<file path="src/rtl/ospi_xfer_sequencer.sv">
// Octal-SPI target transaction sequencer: one header-led transaction per ncs-low frame,
// moving bytes between the octal bus and the 2^ADDR_W x 8 transfer buffer RAM.
//
// state | meaning
// IDLE  | waiting for ncs low; the first byte of a frame is the opcode
// HDR   | collecting size and the three address bytes
// DUMMY | read turnaround; the last dummy cycle issues the first RAM read
// WDATA | bus bytes are written into the RAM
// RDATA | RAM bytes are driven back onto the bus
// DONE  | transfer complete; further bytes ignored until ncs high
// SKIP  | unknown opcode; bytes ignored until ncs high
module ospi_xfer_sequencer #(
    parameter int          ADDR_W       = 8,
    parameter int          DUMMY_CYCLES = 2,
    parameter logic [7:0]  CMD_WRITE    = 8'hA0,
    parameter logic [7:0]  CMD_READ     = 8'h20
) (
    input  logic              clkin,
    input  logic              reset_n,
    input  logic              ncs,
    input  logic [7:0]        data_i,
    output logic [7:0]        data_o,
    output logic              data_oe,
    output logic [ADDR_W-1:0] ram_addr,
    output logic              ram_we,
    output logic [7:0]        ram_wdata,
    output logic              ram_re,
    input  logic [7:0]        ram_rdata,
    output logic              busy,
    output logic [7:0]        last_cmd,
    output logic              xfer_done,
    output logic              xfer_err
);

    typedef enum logic [2:0] {
        IDLE, HDR, DUMMY, WDATA, RDATA, DONE, SKIP
    } state_t;

    localparam logic [3:0] DUMMY_LOAD = 4'(DUMMY_CYCLES - 1);

    state_t            state;
    logic [7:0]        cmd;
    logic [7:0]        size;
    logic [7:0]        addr2;
    logic [7:0]        addr1;
    logic [2:0]        hdr_cnt;
    logic [ADDR_W-1:0] ptr;
    logic [8:0]        remain;
    logic [3:0]        dcnt;
    logic              oe_q;
    logic [23:0]       hdr_addr;

    assign hdr_addr = {addr2, addr1, data_i};

    // Output enable releases the bus the moment the host deselects, not a cycle later.
    assign data_oe = oe_q & ~ncs;
    assign data_o  = data_oe ? ram_rdata : 8'h00;

    always_ff @(posedge clkin or negedge reset_n) begin
        if (!reset_n) begin
            state     <= IDLE;
            cmd       <= 8'h00;
            size      <= 8'h00;
            addr2     <= 8'h00;
            addr1     <= 8'h00;
            hdr_cnt   <= 3'd0;
            ptr       <= '0;
            remain    <= 9'd0;
            dcnt      <= 4'd0;
            oe_q      <= 1'b0;
            ram_addr  <= '0;
            ram_we    <= 1'b0;
            ram_wdata <= 8'h00;
            ram_re    <= 1'b0;
            busy      <= 1'b0;
            last_cmd  <= 8'h00;
            xfer_done <= 1'b0;
            xfer_err  <= 1'b0;
        end else begin
            ram_we    <= 1'b0;
            ram_re    <= 1'b0;
            xfer_done <= 1'b0;
            xfer_err  <= 1'b0;

            case (state)
                IDLE: begin
                    if (!ncs) begin
                        cmd      <= data_i;
                        last_cmd <= data_i;
                        busy     <= 1'b1;
                        hdr_cnt  <= 3'd1;
                        state    <= HDR;
                    end
                end

                HDR: begin
                    if (ncs) begin
                        state    <= IDLE;
                        busy     <= 1'b0;
                        oe_q     <= 1'b0;
                        xfer_err <= 1'b1;
                    end else begin
                        hdr_cnt <= hdr_cnt + 3'd1;
                        case (hdr_cnt)
                            3'd1: size  <= data_i;
                            3'd2: addr2 <= data_i;
                            3'd3: addr1 <= data_i;
                            default: begin
                                ptr    <= ADDR_W'(hdr_addr);
                                remain <= {1'b0, size} + 9'd1;
                                dcnt   <= DUMMY_LOAD;
                                if (cmd == CMD_WRITE) begin
                                    state <= WDATA;
                                end else if (cmd == CMD_READ) begin
                                    state <= DUMMY;
                                end else begin
                                    xfer_err <= 1'b1;
                                    state    <= SKIP;
                                end
                            end
                        endcase
                    end
                end

                WDATA: begin
                    if (ncs) begin
                        state    <= IDLE;
                        busy     <= 1'b0;
                        oe_q     <= 1'b0;
                        xfer_err <= 1'b1;
                    end else begin
                        ram_we    <= 1'b1;
                        ram_addr  <= ptr;
                        ram_wdata <= data_i;
                        ptr       <= ptr + ADDR_W'(1);
                        remain    <= remain - 9'd1;
                        if (remain == 9'd1) begin
                            xfer_done <= 1'b1;
                            state     <= DONE;
                        end
                    end
                end

                DUMMY: begin
                    if (ncs) begin
                        state    <= IDLE;
                        busy     <= 1'b0;
                        oe_q     <= 1'b0;
                        xfer_err <= 1'b1;
                    end else if (dcnt == 4'd0) begin
                        ram_re   <= 1'b1;
                        ram_addr <= ptr;
                        ptr      <= ptr + ADDR_W'(1);
                        state    <= RDATA;
                    end else begin
                        dcnt <= dcnt - 4'd1;
                    end
                end

                RDATA: begin
                    // remain==0 is the cycle after the last byte was presented.
                    if (remain == 9'd0) begin
                        oe_q      <= 1'b0;
                        xfer_done <= 1'b1;
                        if (ncs) begin
                            state <= IDLE;
                            busy  <= 1'b0;
                        end else begin
                            state <= DONE;
                        end
                    end else if (ncs) begin
                        state    <= IDLE;
                        busy     <= 1'b0;
                        oe_q     <= 1'b0;
                        xfer_err <= 1'b1;
                    end else begin
                        oe_q   <= 1'b1;
                        remain <= remain - 9'd1;
                        if (remain != 9'd1) begin
                            ram_re   <= 1'b1;
                            ram_addr <= ptr;
                            ptr      <= ptr + ADDR_W'(1);
                        end
                    end
                end

                DONE, SKIP: begin
                    if (ncs) begin
                        state <= IDLE;
                        busy  <= 1'b0;
                    end
                end

                default: begin
                    state <= IDLE;
                    busy  <= 1'b0;
                    oe_q  <= 1'b0;
                end
            endcase
        end
    end

endmodule

</file>
<file path="config.mk">
export PLATFORM = sky130hd
export DESIGN_NAME = ospi_xfer_sequencer
export DESIGN_NICKNAME = d
export VERILOG_FILES = /design/src/rtl/ospi_xfer_sequencer.sv
export SDC_FILE = /design/constraint.sdc
export NUM_CORES = 1
export LEC_CHECK = 0
export CAP_MARGIN = 10
export CORE_MARGIN = 8
export CORE_UTILIZATION = 49
export DETAILED_ROUTE_END_ITERATION = 7
export PLACE_DENSITY = 0.83
export SLEW_MARGIN = 40
export SYNTH_ARGS = -nofsm -noshare
export SYNTH_HDL_FRONTEND = slang
export SYNTH_SLANG_ARGS = --single-unit
</file>
<file path="constraint.sdc">
create_clock -name clkin -period 2 [get_ports clkin]
set_input_delay 0.4 -clock clkin [delete_from_list [all_inputs] [get_ports clkin]]
set_output_delay 0.4 -clock clkin [all_outputs]
set_load 0.005 [all_outputs]
</file>
Word level (Yosys, flattened, before mapping)
Cells that the tools add are included.
{"block": "op_classes", "n_addsub": 5, "eq_ne": 28, "n_mux": 66, "bitwise_logic": 3, "reduce_logical": 25}
{"cell": "2-to-1 mux 8 bit", "n": 15}
{"cell": "2-to-1 mux 3 bit", "n": 13}
{"cell": "2-to-1 mux 9 bit", "n": 4}
{"cell": "case mux 8 bit (4 select lines)", "n": 1}
{"cell": "case mux 9 bit (3 select lines)", "n": 1}
{"cell": "case mux 8 bit (3 select lines)", "n": 1}
{"cell": "!= test 2 bit, second input constant", "n": 10}
{"cell": "2-to-1 mux 1 bit", "n": 19}
{"cell": "case mux 3 bit (6 select lines)", "n": 1}
{"cell": "2-to-1 mux 4 bit", "n": 4}
{"cell": "equality test 3 x 2 -> 1 bit, second input constant", "n": 4}
{"cell": "adder 8 x 1 -> 9 bit, second input constant", "n": 1}
{"cell": "equality test 3 bit, second input constant", "n": 3}
{"cell": "equality test 9 x 1 -> 1 bit, second input constant", "n": 1}
{"cell": "logical NOT 9 bit", "n": 1}
{"cell": "!= test 3 bit, second input constant", "n": 3}
{"cell": "!= test 9 x 1 -> 1 bit, second input constant", "n": 1}
{"cell": "AND reduction 9 bit", "n": 1}
{"cell": "OR reduction 3 bit", "n": 3}
{"cell": "subtractor 9 x 1 -> 9 bit, second input constant", "n": 1}
{"cell": "adder 8 x 1 -> 8 bit, second input constant", "n": 1}
{"cell": "equality test 8 x 6 -> 1 bit, second input constant", "n": 1}
{"cell": "equality test 8 bit, second input constant", "n": 1}
{"cell": "case mux 4 bit (2 select lines)", "n": 1}
{"cell": "other kinds (21)", "n": 35}
{"block": "word_totals", "regBits": 65, "out_inout_bits": 38, "elab_cells": 142}

Depth between registers and ports, before layout
{"block": "logic_depth", "word_depth": 6, "mapped_depth": 8, "depth_no_buf": 7}

Worst setup path before layout
Ideal clock, no wire load.
{"block": "synth_timing", "path_type": "register to register", "from": "register remain[0]", "to": "register ptr[2]", "t_arrival_ns": 2.033, "t_required_ns": 1.875, "slack_ns": -0.158, "stages_incl_launch_ff": 9, "synth_period_minus_slack_ns": 2.158, "path_cell_list": "dfrtp_1 > inv_1 > ha_1 > nor3b_1 > nand4_1 > o211ai_4 > or2_1 > buf_6 > mux2_4"}
{"block": "synth_via", "elab_chain_cells": 3}
{"item": "from (decl)", "line_no": "48", "source": "logic [8:0] remain;"}
{"item": "from (signal assigned)", "line_no": "110", "source": "remain <= {1'b0, size} + 9'd1;"}
{"item": "from (signal assigned)", "line_no": "136", "source": "remain <= remain - 9'd1;"}
{"item": "from (signal assigned)", "line_no": "178", "source": "remain <= remain - 9'd1;"}
{"item": "!= test 9 x 1 -> 1 bit or logical NOT 9 bit (tied branches)", "line_no": "179, 162"}
{"item": "!= test 2 bit (no line)"}
{"item": "AND reduction 9 bit (no line) (*)"}
{"item": "to (signal assigned)", "line_no": "135", "source": "ptr <= ptr + ADDR_W'(1);"}
{"item": "to (signal assigned)", "line_no": "153", "source": "ptr <= ptr + ADDR_W'(1);"}
{"item": "to (signal assigned)", "line_no": "182", "source": "ptr <= ptr + ADDR_W'(1);"}
{"item": "to (decl)", "line_no": "47", "source": "logic [ADDR_W-1:0] ptr;"}
Every way passes the cells marked *; elsewhere a longest branch is shown, timed or not.
A chain may end at the register's enable or synchronous reset.

Worst setup path after layout
{"block": "layout_timing", "from": "register dcnt[1]", "to": "register ram_addr[4]"}
{"block": "layout_via", "elab_chain_cells": 3}
{"item": "from (decl)", "line_no": "49", "source": "logic [3:0] dcnt;"}
{"item": "from (signal assigned)", "line_no": "156", "source": "dcnt <= dcnt - 4'd1;"}
{"item": "logical NOT 4 bit", "line_no": "150", "source": "end else if (dcnt == 4'd0) begin"}
{"item": "!= test 2 bit (no line)"}
{"item": "AND reduction 7 bit (no line)"}
{"item": "to (signal assigned)", "line_no": "133", "source": "ram_addr <= ptr;"}
{"item": "to (signal assigned)", "line_no": "152", "source": "ram_addr <= ptr;"}
{"item": "to (signal assigned)", "line_no": "181", "source": "ram_addr <= ptr;"}
{"item": "to (decl)", "line_no": "24", "source": "output logic [ADDR_W-1:0] ram_addr,"}
Every way passes these cells.

==> run_results.csv <==
group,metric,value,unit
grt,grt_pass1_wl,16100,um
layout,area_growth,42.1,%
place,dpl.hpwl,6750,um
clock_network,clk_path_buf_depth,2,
sta,finalHoldViolations,0,
yosys,synth_edf_count,0,
yosys,ys_types,63,
place,placed_cell_area,0.00462,mm^2
worst_setup_path,crit_path_end_kind,"register",
flow_run,maxCapViolCount,0,
grt,track_usage,0.201,
layout,final_common_cell,"dfrtp_1",
detailed_routing,routed_wl,10500,um
layout,diodes,0,
place,portBuffers,56,
run_status,violations,"negative setup slack",
worst_setup_path,max_stage_delay,410,ps
sta,rsz0062_at_grt,"yes",
power,p_leak,2.24,nW
clock_network,numCtsBuffers,9,
layout,postLayoutCoreUtil,0.712,
yosys,synth_ff_type,"dfrtp_1",
power,power_density,1690,mW/mm^2
grt,antenna_found_initial,0,
clock_network,htree_levels,3,
clock_network,path_clk_slew,70,ps
layout,drive_gt1_frac,0.333,
clock_network,cts_tree,"built",
sta,slew_headroom,0.650,
floorplan,die_x,102,um
yosys,synthCells,343,
floorplan,die_h,102,um
power,max-vdd-ir-drop,0.000987,V
layout,layout_common_cells,"dfrtp_1 (64), buf_4 (56), clkdlybuf4s50_1 (46)",
worst_setup_path,rrSetupSlack,-160,ps
grt,grt_overflow,0,
yosys,synth_area_per_cell,10.5,um^2
sta,report.final.slew_viol_count,0,
sta,tightest_slew,518,ps
clock_network,clock_latency,360,ps
grt,grt_pass1_vias,3220,
worst_setup_path,cp_max_fo,8,
layout,finalNetCount,486,
yosys,syn_nets,372,
detailed_routing,vias,3254,
detailed_routing,drtIter0Drc,402,
layout,final_cell_area,0.00511,mm^2
sta,clock-skew-final,13.5,ps
floorplan,start_util,0.501,
worst_setup_path,worstPathCellList,"inv_2 > ha_4 > or3b_4 > o211ai_4 > o211ai_4 > buf_12 > nor2_4 > buf_12 > mux2_4",
place,gp_congestion,0.940,
yosys,yosys_warnings,0,
power,finalPower,8.64,mW
clock_network,clkSinkCount,65,
floorplan,die-area,0.0103,mm^2
yosys,async_flop_share,1.00,
sta,finalCritPeriodShare,1.08,
worst_setup_path,critPathLaunch,"dcnt[1]",
sta,setup_violations,14,
worst_setup_path,cp-start-kind,"register",
sta,max_freq,464,MHz
detailed_routing,drtPass1Iterations,6,
run_status,status,"complete, but fails checks",
layout,fill_cells,458,
sta,setup_ws,-156,ps
yosys,synth_area,0.00360,mm^2
grt,grt_max_degree,66,
worst_setup_path,crit_required,2240,ps
worst_setup_path,path_class,"register to register",
floorplan,core,0.00718,mm^2
yosys,ys_seq_area_frac,0.452,
detailed_routing,antenna_left,0,
sta,setup_tns,-1770,ps
detailed_routing,via_per_inst,5.80,
floorplan,ios,57,
detailed_routing,wl_per_cell,18.7,um
detailed_routing,drc,0,
hold_path,worst_hold_path_type,"input port to asynchronous set/reset pin",
floorplan,rows,31,
sta,fin_crit,2160,ps
yosys,synth-seq-cells,65,
clock_network,cts-root-buf,"clkbuf_8",
worst_setup_path,slowest_stage,"or3b_4",
worst_setup_path,critPathArrivalTime,2390,ps
worst_setup_path,reg2reg_from,"dcnt[1]",
[cells in the mapped netlist, drive strengths merged (2+ instances only)]
cell type,count,share of area
a21oi,13,0.019
xor2,7,0.017
nor4,4,0.010
nand3,8,0.011
a211oi,2,0.0042
mux2,38,0.13
xnor2,5,0.012
nand3b,4,0.0084
ha,10,0.035
or3b,3,0.0087
nor4b,3,0.0073
or4,2,0.0042
nand2b,6,0.013
nor3,15,0.021
nor3b,5,0.012
and2,8,0.014
o211ai,7,0.021
nand4,3,0.0052
or2,3,0.0052
a21boi,2,0.0042
inv,12,0.013
a41oi,2,0.0049
buf,7,0.010
o21ai,30,0.042
nor2b,4,0.0070
clkbuf,7,0.0073
a31oi,4,0.0070
nand2,20,0.021
o22a,2,0.0049
nor2,21,0.024
dfrtp,65,0.45
o31ai,3,0.0063
[path summary, 6_finish.rpt]
path,cells after the start,to
worst max-delay path,9,ram_addr[4]
worst min-delay path,2,ram_we
worst max register to register,9,ram_addr[4]
worst min register to register,1,ram_wdata[7]
max in group asynchronous,2,state[2]
min in group clkin,1,ram_wdata[7]
[area by class of cell]
| class | instances | area (um^2) | share of cell area |
|---|---|---|---|
| clock buffers | 11 | 151 | 0.0296 |
| clock inverters | 5 | 37.5 | 0.00735 |
| inverters | 12 | 45.0 | 0.00881 |
| multi-input cells | 253 | 2080 | 0.408 |
| flip-flops and latches | 65 | 1630 | 0.319 |
| well taps | 99 | 124 | 0.0242 |
| repair buffers | 116 | 1040 | 0.203 |
[metal layers]
| metal | vias to the layer above | track usage | routed length, um |
|---|---|---|---|
| met5 | - | 0 | 0 |
| met3 | 32 | 0.0474 | 829 |
| met1 | 1554 | 0.239 | 4170 |
| li1 | 1489 | - | - |
| met4 | 0 | 0.0848 | 292 |
| met2 | 179 | 0.338 | 5190 |
[critical path: cells and delay by family, from the launching register on]
family                     cells  cell delay [ps]
adders and majority gates      1              130
and+or+nand+nor                2              500
DFF                            1              400
AOI/OAI and AO/OA              2              340
buffers and inverters          3              380
muxes                          1              300
[where the power goes]
| part | internal, mW | leakage (nW) | switching, mW |
|---|---|---|---|
| Combinational | 2.77 | 1.35 | 2.23 |
| Clock | 0.523 | 0.0924 | 0.544 |
| Sequential | 1.94 | 0.798 | 0.632 |
[cell families after synthesis]
| group | share of synthesized area |
|---|---|
| AO/OA/AOI/OAI | 0.143 |
| XOR/XNOR | 0.0292 |
| AND/OR/NAND/NOR | 0.180 |
| multiplexers | 0.128 |
| flip-flops | 0.452 |
| adder cells (fa/ha/maj) | 0.0376 |
| buffers and inverters | 0.0303 |
[flip-flops by register name, indices dropped and copies added (netlist names), 3 cells and up]
register,flops
remain,9
cmd,8
ptr,8
ram_addr,8
ram_wdata,8
size,8
dcnt,4
hdr_cnt,3
state,3
[metrics by stage]
| step | setup slack [ps] | hold slack (ps) | instances |
|---|---|---|---|
| floorplan | -57.1 | 104 | 343 |
| global placement | -294 | 435 | 533 |
| detailed placement | -351 | 450 | 533 |
| CTS | -112 | 75.8 | 557 |
| global route | -211 | 76.0 | 561 |
| finish | -156 | 56.9 | 561 |
[repair_timing]
item,in CTS,in global routing
buffers inserted,7,4
gates cloned,1,1
pin swaps,7,16
setup endpoints to repair,36,31
hold buffers,0,0
resized for setup,35,22
Note: power is estimated with default switching activity, not from simulation.
